[src/rtl/led_drv_pkg.sv]
// Shared types and constants for the LED display stage.
// State encoding is fixed; the unused code 2'd3 falls back to SHOW.
package led_drv_pkg;

  typedef enum logic [1:0] {
    SHOW  = 2'd0,
    FLASH = 2'd1,
    CHASE = 2'd2
  } state_e;

  localparam logic [3:0] LED_ALL_ON  = 4'hF;
  localparam logic [3:0] CHASE_START = 4'b0001;

  function automatic int max_int(input int a, input int b);
    return (a > b) ? a : b;
  endfunction

endpackage

[src/rtl/led_pwm_gen.sv]
// Free-running PWM counter with brightness compare; all-ones brightness
// forces the output fully on so the top code is not lost to the wrap.
module led_pwm_gen #(
  parameter int PWM_BITS = 4
) (
  input  logic                CLK_IN,
  input  logic                CPU_RESETN,
  input  logic [PWM_BITS-1:0] bright_in,
  output logic                pwm_on
);

  logic [PWM_BITS-1:0] pwm_cnt_q;
  logic [PWM_BITS-1:0] pwm_cnt_d;

  assign pwm_cnt_d = pwm_cnt_q + 1'b1;

  // NOTE: sequential state uses non-blocking assignments so every flop
  // samples pre-edge values regardless of process ordering.
  always_ff @(posedge CLK_IN or posedge CPU_RESETN) begin
    if (CPU_RESETN) pwm_cnt_q <= '0;
    else            pwm_cnt_q <= pwm_cnt_d;
  end

  assign pwm_on = (pwm_cnt_q < bright_in) || (&bright_in);

endmodule

[src/rtl/led_pattern_driver.sv]
// Display stage for the button counter: PWM-dimmed count, a full-on flash
// per press and a one-hot chase when the count wraps 15 -> 0.
module led_pattern_driver
  import led_drv_pkg::*;
#(
  parameter int PWM_BITS          = 4,
  parameter int FLASH_CYCLES      = 1000,
  parameter int CHASE_STEP_CYCLES = 2000,
  parameter int CHASE_LAPS        = 2
) (
  input  logic                CLK_IN,
  input  logic                CPU_RESETN,
  input  logic [3:0]          count_in,
  input  logic                count_stb,
  input  logic [PWM_BITS-1:0] bright_in,
  output logic [3:0]          leds,
  output logic                busy
);

  localparam int TW = $clog2(max_int(FLASH_CYCLES, CHASE_STEP_CYCLES) + 1);
  localparam int LW = $clog2(CHASE_LAPS + 1);

  localparam logic [TW-1:0] FLASH_LOAD = TW'(FLASH_CYCLES - 1);
  localparam logic [TW-1:0] STEP_LOAD  = TW'(CHASE_STEP_CYCLES - 1);
  localparam logic [LW-1:0] LAPS       = LW'(CHASE_LAPS);

  state_e        state_q, state_d;
  logic [3:0]    value_q, value_d;
  logic [TW-1:0] timer_q, timer_d;
  logic [3:0]    pos_q,   pos_d;
  logic [LW-1:0] lap_q,   lap_d;
  logic [3:0]    leds_q,  leds_d;
  logic          busy_q,  busy_d;
  logic          pwm_on;
  logic          wrap;

  led_pwm_gen #(
    .PWM_BITS (PWM_BITS)
  ) u_pwm (
    .CLK_IN     (CLK_IN),
    .CPU_RESETN (CPU_RESETN),
    .bright_in  (bright_in),
    .pwm_on     (pwm_on)
  );

  // Old stored value against the incoming one: a real 15 -> 0 roll-over.
  assign wrap = count_stb && (value_q == 4'hF) && (count_in == 4'h0);

  // NOTE: every signal gets a default before the case so no latch is inferred.
  always_comb begin
    state_d = state_q;
    timer_d = timer_q;
    pos_d   = pos_q;
    lap_d   = lap_q;
    value_d = count_stb ? count_in : value_q;
    busy_d  = (state_q != SHOW);

    case (state_q)
      SHOW:    leds_d = value_q & {4{pwm_on}};
      FLASH:   leds_d = LED_ALL_ON;
      CHASE:   leds_d = pos_q;
      default: leds_d = '0;
    endcase

    if (wrap) begin
      state_d = CHASE;
      pos_d   = CHASE_START;
      lap_d   = '0;
      timer_d = STEP_LOAD;
    end else if (count_stb && (state_q == SHOW || state_q == FLASH)) begin
      state_d = FLASH;
      timer_d = FLASH_LOAD;
    end else begin
      case (state_q)
        SHOW: state_d = SHOW;
        FLASH: begin
          if (timer_q == '0) state_d = SHOW;
          else               timer_d = timer_q - 1'b1;
        end
        CHASE: begin
          if (timer_q == '0) begin
            pos_d   = {pos_q[2:0], pos_q[3]};
            timer_d = STEP_LOAD;
            // A lap ends when the last LED's step expires.
            if (pos_q[3]) begin
              lap_d = lap_q + 1'b1;
              if (lap_d == LAPS) state_d = SHOW;
            end
          end else begin
            timer_d = timer_q - 1'b1;
          end
        end
        default: state_d = SHOW;
      endcase
    end
  end

  always_ff @(posedge CLK_IN or posedge CPU_RESETN) begin
    if (CPU_RESETN) begin
      state_q <= SHOW;
      value_q <= '0;
      timer_q <= '0;
      pos_q   <= CHASE_START;
      lap_q   <= '0;
      leds_q  <= '0;
      busy_q  <= 1'b0;
    end else begin
      state_q <= state_d;
      value_q <= value_d;
      timer_q <= timer_d;
      pos_q   <= pos_d;
      lap_q   <= lap_d;
      leds_q  <= leds_d;
      busy_q  <= busy_d;
    end
  end

  assign leds = leds_q;
  assign busy = busy_q;

endmodule

[config.mk]
export PLATFORM = sky130hd
export DESIGN_NAME = led_pattern_driver
export DESIGN_NICKNAME = d
export VERILOG_FILES = /design/src/rtl/led_drv_pkg.sv /design/src/rtl/led_pwm_gen.sv /design/src/rtl/led_pattern_driver.sv
export SDC_FILE = /design/constraint.sdc
export NUM_CORES = 1
export LEC_CHECK = 0
export BUFFER_PORTS_ARGS = -buffer_cell sky130_fd_sc_hd__buf_2
export CAP_MARGIN = 25
export CORE_ASPECT_RATIO = 1.1
export CORE_MARGIN = 3
export CORE_UTILIZATION = 35
export DETAILED_ROUTE_END_ITERATION = 6
export PLACE_DENSITY_LB_ADDON = 0.3
export SLEW_MARGIN = 20
export SYNTH_ARGS = -nofsm -noshare
export SYNTH_HDL_FRONTEND = slang
export SYNTH_SLANG_ARGS = --single-unit
[constraint.sdc]
create_clock -name CLK_IN -period 4.45 [get_ports CLK_IN]
set_clock_uncertainty 0.2 [all_clocks]
set_input_delay 0.6675 -clock CLK_IN [delete_from_list [all_inputs] [get_ports CLK_IN]]
set_output_delay 0.6675 -clock CLK_IN [all_outputs]
set_load 0.01 [all_outputs]
== Yosys cells after proc, flatten, opt, wreduce, memory -nomap -nowiden ==
Cells that the tools add are included.

* Add/subtract/negate cells: 3
* $lt $le $gt $ge: 1
* Equality and inequality tests: 10
* Mux-type cells: 22
* Bitwise logic cells: 1
* Reduce and logical (&&, ||, !) cells: 18

{| class="wikitable"
|+ Operators by type and width
! cell !! count
|-
| $mux W11 || 4
|-
| $mux W2 || 11
|-
| $pmux W11 S2 || 1
|-
| $mux W4 || 4
|-
| $ne A4 B4 Y1 const B || 4
|-
| $pmux W4 S3 || 1
|-
| $reduce_and A4 Y1 || 3
|-
| $logic_not A11 Y1 || 1
|-
| $sub A11 B1 Y11 const B || 1
|-
| $reduce_bool A2 Y1 || 4
|-
| $add A4 B1 Y4 const B || 1
|-
| $and A4 B4 Y4 || 1
|-
| $eq A2 B2 Y1 const B || 2
|-
| $eq A4 B4 Y1 const B || 1
|-
| $logic_not A4 Y1 || 1
|-
| $lt A4 B4 Y1 || 1
|-
| $ne A4 B2 Y1 const B || 1
|-
| $pmux W2 S2 || 1
|-
| $reduce_bool A4 Y1 || 1
|-
| $logic_and A1 B1 Y1 || 3
|-
| $reduce_and A3 Y1 || 1
|-
| $add A2 B1 Y2 const B || 1
|-
| $eq A2 B1 Y1 const B || 1
|-
| $logic_not A2 Y1 || 1
|-
| 3 further kinds || 4
|}

* Flip-flop bits (word level): 32
* Bits of input ports: 11
* Word-level logic and storage cells: 63

== Logic depth before layout (Yosys ltp) ==
* Word-level depth: 8
* Depth in mapped cells: 7

== Modules after synthesis ==
From an unflattened synthesis, not the netlist that was laid out.

* Cells, all modules: 179
* Area, all modules: 1833.0 µm²

{| class="wikitable"
|+ Modules (own cells, without submodules)
! module !! instances !! cells an instance !! area an instance (µm²) !! sequential area each (µm²)
|-
| led_pattern_driver || 1 || 157 || 1602.8 || 701.9
|-
| led_pwm_gen || 1 || 22 || 230.2 || 100.1
|}

== Least setup slack after synthesis ==
Ideal clock, no wire load.

* Kind: input -> register
* Start point: in count_stb
* End point: reg timer_q[10]
* Arrival time: 1718 ps
* Setup slack: 2411 ps
* Cell stages on the path: 6
* Path buffers: 1
* Cell sequence: buf_4 -> and2b_4 -> a311oi_4 -> nand2_4 -> o21a_1 -> o22a_1

* Cells in the longest elaborated chain, start to end: 4

{| class="wikitable"
|+ RTL lines
! element !! line !! source
|-
| from (decl) || led_pattern_driver.sv:14 || <nowiki>input logic count_stb,</nowiki>
|-
| $logic_and A1 B1 Y1 (2 in series) || led_pattern_driver.sv:47 || <nowiki>assign wrap = count_stb && (value_q == 4'hF) && (count_in == 4'h0);</nowiki>
|-
| $ne A4 B4 Y1 (no line) / $reduce_bool A4 Y1 (equally long branches) || n/a ||
|-
| $reduce_and A2 Y1 (no line) || n/a ||
|-
| to (signal assigned) || led_pattern_driver.sv:110 || <nowiki>timer_q <= timer_d;</nowiki>
|-
| to (decl) || led_pattern_driver.sv:29 || <nowiki>logic [TW-1:0] timer_q, timer_d;</nowiki>
|}

Several ways; a longest one is shown, not always the timed one.
A chain may end at the register's enable or synchronous reset.

== Worst setup path in the final report ==
* Start point: reg state_q[1]
* End point: reg timer_q[5]

* Cells in the longest elaborated chain, start to end: 5

{| class="wikitable"
|+ RTL lines
! element !! line !! source
|-
| from (decl) || led_pattern_driver.sv:27 || <nowiki>state_e state_q, state_d;</nowiki>
|-
| from (signal assigned) || led_pattern_driver.sv:108 || <nowiki>state_q <= state_d;</nowiki>
|-
| $eq A2 B1 Y1 / $logic_not A2 Y1 (equally long branches) || led_pattern_driver.sv:70, led_pattern_driver.sv:74 ||
|-
| $logic_or A1 B1 Y1 || led_pattern_driver.sv:70 || <nowiki>end else if (count_stb && (state_q == SHOW || state_q == FLASH)) begin</nowiki>
|-
| $logic_and A1 B1 Y1 || led_pattern_driver.sv:70 ||
|-
| $ne A4 B4 Y1 (no line) (tied with other cells) || n/a ||
|-
| $reduce_and A2 Y1 (no line) / $mux W11 (equally long branches) || n/a ||
|}

Several ways; a longest one is shown, not always the timed one.

==> results.tsv <==
stage	metric	value	unit
cells_and_area	final_cell_mix	31 x dfrtp_1, 18 x nand2_1, 16 x a21oi_1	
die	die_width	73.4	um
clock_network	numCtsBuffers	5	
die	coreArea	4750	sq um
timing	post-route-worst-setup-slack	2200	ps
clock_network	insertion_delay	280	ps
clock_network	clk_pin_slew_worst_paths	70	ps
clock_network	cts.path.max_buffers	2	
setup_path	end_kind	flop	
setup_path	timing.critical_path.fanout_max	14	
clock_network	postCtsSetupBuffers	0	
power_and_ir_drop	p_int	0.492	mW
route	first_pass_iters	4	
die	rows	26	
placed_design	hpwl	2400	um
synthesis	synth_edf_count	0	
die	num_io_pins	16	
synthesis	synth_cell_type_count	49	
cells_and_area	final_area	1980	sq um
clock_network	hold_buffers	0	
global_routing	grt_max_degree	33	
route	drtAntennaViolNets	0	
global_routing	grt_pass1_wl	6010	um
power_and_ir_drop	swShare	23.9	%
route	vias	1258	
cells_and_area	finalNonFillerCells	245	
cells_and_area	n_antenna_cell	0	
timing	fin_hold_ws	255	ps
synthesis	synth_flop_cell	dfrtp_1	
synthesis	seq_area_frac_synth	45.8	%
cells_and_area	final_common_cell	dfrtp_1	
timing	hold_viol_final	0	
synthesis	ys_ff_latch	32	
setup_path	r2r_cells	5	
placed_design	gp_congestion	0.831	
timing	drv_slew	0	
power_and_ir_drop	p_leak	0.912	nW
timing	finalSetupViolations	0	
timing	fmax	445	MHz
clock_network	cts_resized	0	
timing	rsz0062_at_grt	no	
setup_path	arrival	2220	ps
flow_run	maxCapViolCount	0	
global_routing	grt_usage	13.2	%
route	wl_per_cell	13.4	um
synthesis	avgSynthCellArea	10.3	sq um
synthesis	synth_cells	170	
power_and_ir_drop	power_density	326	nW/um^2
cells_and_area	layout-drive-gt1-share	21.2	%
min_path	holdCritPathClass	input port to async pin	
placed_design	post_dp_cell_area	1870	sq um
power_and_ir_drop	power_frac_clock	43.0	%
synthesis	ys_warn_count	0	
die	design.die.area	5890	sq um
timing	post-route-min-period	2250	ps
setup_path	crit_type	flop to flop	
placed_design	portBuffers	15	
global_routing	overflow	0	
clock_network	cts_max_level	2	
die	die_h	80.2	um
timing	fin_crit_sh	50.5	%
die	start_util	36.9	%
clock_network	cts_tree	built	
route	drt_wl_total	3280	um
timing	relSlewSlack	60.4	%
setup_path	start_kind	flop	
global_routing	grt_pass1_vias	1244	
setup_path	cp.required	4430	ps
route	drc	0	
synthesis	mappedNetlistNets	188	
synthesis	async_reset_ff_share	100	%
power_and_ir_drop	vdd_drop_max	0.000130	V
outcome	status	complete, no violations	
timing	tightest_slew	592	ps
route	drt_iter0_markers	67	
route	via_per_inst	5.13	
cells_and_area	layout.nets	206	
timing	finalSetupTns	0	ps
placed_design	dp_cells	237	
clock_network	cts_sinks	32	
cells_and_area	area_delta_synth_final	13.4	%
cells_and_area	n_fill_cell	461	
power_and_ir_drop	p_seq_share	49.0	%
placed_design	dp_worst_setup_slack	2210	ps
power_and_ir_drop	pwr-share-comb	8.0	%
clock_network	cts_root_buf	clkbuf_8	
synthesis	syn-cell-area	1750	sq um
power_and_ir_drop	p_sw	0.155	mW
global_routing	antenna_found_initial	0	
-- logic make-up (layout without fill, tap and decap cells) --
logic type / Yosys count / in the layout / synth area share (%)
DFF: 32 / 32 / 45.8
and+or+nand+nor: 63 / 63 / 22.1
xor gates and xnor gates: 9 / 9 / 4.50
AOI/OAI and AO/OA: 41 / 41 / 16.4
adders and majority gates: 7 / 7 / 5.00
muxes: 4 / 4 / 2.57
buffers and inverters: 14 / 33 / 3.65
-- power by group through the flow --
stage / Clock [mW] / Combinational, mW / Sequential [mW]
6_report: 0.278 / 0.0517 / 0.317
5_1_grt: 0.302 / 0.0603 / 0.319
4_1_cts: 0.285 / 0.0531 / 0.316
3_5_place_dp: 0 / 0.0529 / 0.322
3_3_place_gp: 0 / 0.0522 / 0.321
2_1_floorplan: 0 / 0.0387 / 0.318
-- synth_stat cells (3+ instances only) --
cell | n | area (sq um)
dfrtp_1 | 31 | 776
nand2_1 | 18 | 67.6
a21oi_1 | 16 | 80.1
nor2_1 | 10 | 37.5
inv_1 | 9 | 33.8
ha_1 | 7 | 87.6
xnor2_1 | 7 | 61.3
nand3_1 | 5 | 25.0
nor3_1 | 5 | 25.0
a211oi_1 | 4 | 30.0
a2bb2oi_1 | 4 | 35.0
mux2_2 | 4 | 45.0
a21o_1 | 3 | 22.5
clkbuf_1 | 3 | 11.3
-- path summary, 6_finish.rpt --
| check | startpoint | end | slack [ps] |
|---|---|---|---|
| setup / recovery | state_q[1]$_DFFE_PP0P_ | timer_q[5]$_DFFE_PP0P_ | 2200 |
| hold / removal | CPU_RESETN | u_pwm.pwm_cnt_q[2]$_DFF_PP0_ | 250 |
| setup reg to reg | state_q[1]$_DFFE_PP0P_ | timer_q[5]$_DFFE_PP0P_ | 2200 |
| hold reg to reg | u_pwm.pwm_cnt_q[3]$_DFF_PP0_ | u_pwm.pwm_cnt_q[3]$_DFF_PP0_ | 280 |
| max in group asynchronous | CPU_RESETN | pos_q[0]$_DFFE_PP1P_ | 3470 |
| min in group CLK_IN | u_pwm.pwm_cnt_q[3]$_DFF_PP0_ | u_pwm.pwm_cnt_q[3]$_DFF_PP0_ | 280 |
-- worst max-delay path, cell delays in order, from the launching register on --
cell and delay (ps):
dfrtp_1 560, nor2b_1 550, nand4_1 350, nand2_1 250
o21ai_0 120, o2bb2ai_1 120
-- stage by stage --
step	util [%]	power [mW]
floorplan	-	0.356
detailed placement	39.4	0.375
global placement	39.4	0.374
finish	41.8	0.647
CTS	41.8	0.655
global route	41.8	0.681
-- metal layers --
metal	track usage, %	share of wire, %
met3	4.38	4.0
met5	0	0
met2	19.9	45
met4	4.35	1.6
met1	17.7	49
-- flip-flops by register name, summed over array words and instances (netlist names) --
register         cells
value_q              4
lap_q                2
u_pwm.pwm_cnt_q      4
state_q              2
pos_q                4
leds                 4
busy                 1
timer_q             11
-- layout make-up --
type	instances	area, sq um	share of cell area, %
inverter	9	33.8	1.70
timing repair buffer	16	82.6	4.16
multi-input combinational	124	885	44.6
tap	56	70.1	3.53
clock buffer	5	68.8	3.47
sequential	32	802	40.4
clock inverter	3	42.5	2.14
No activity file was read; power rests on OpenSTA's default activity.
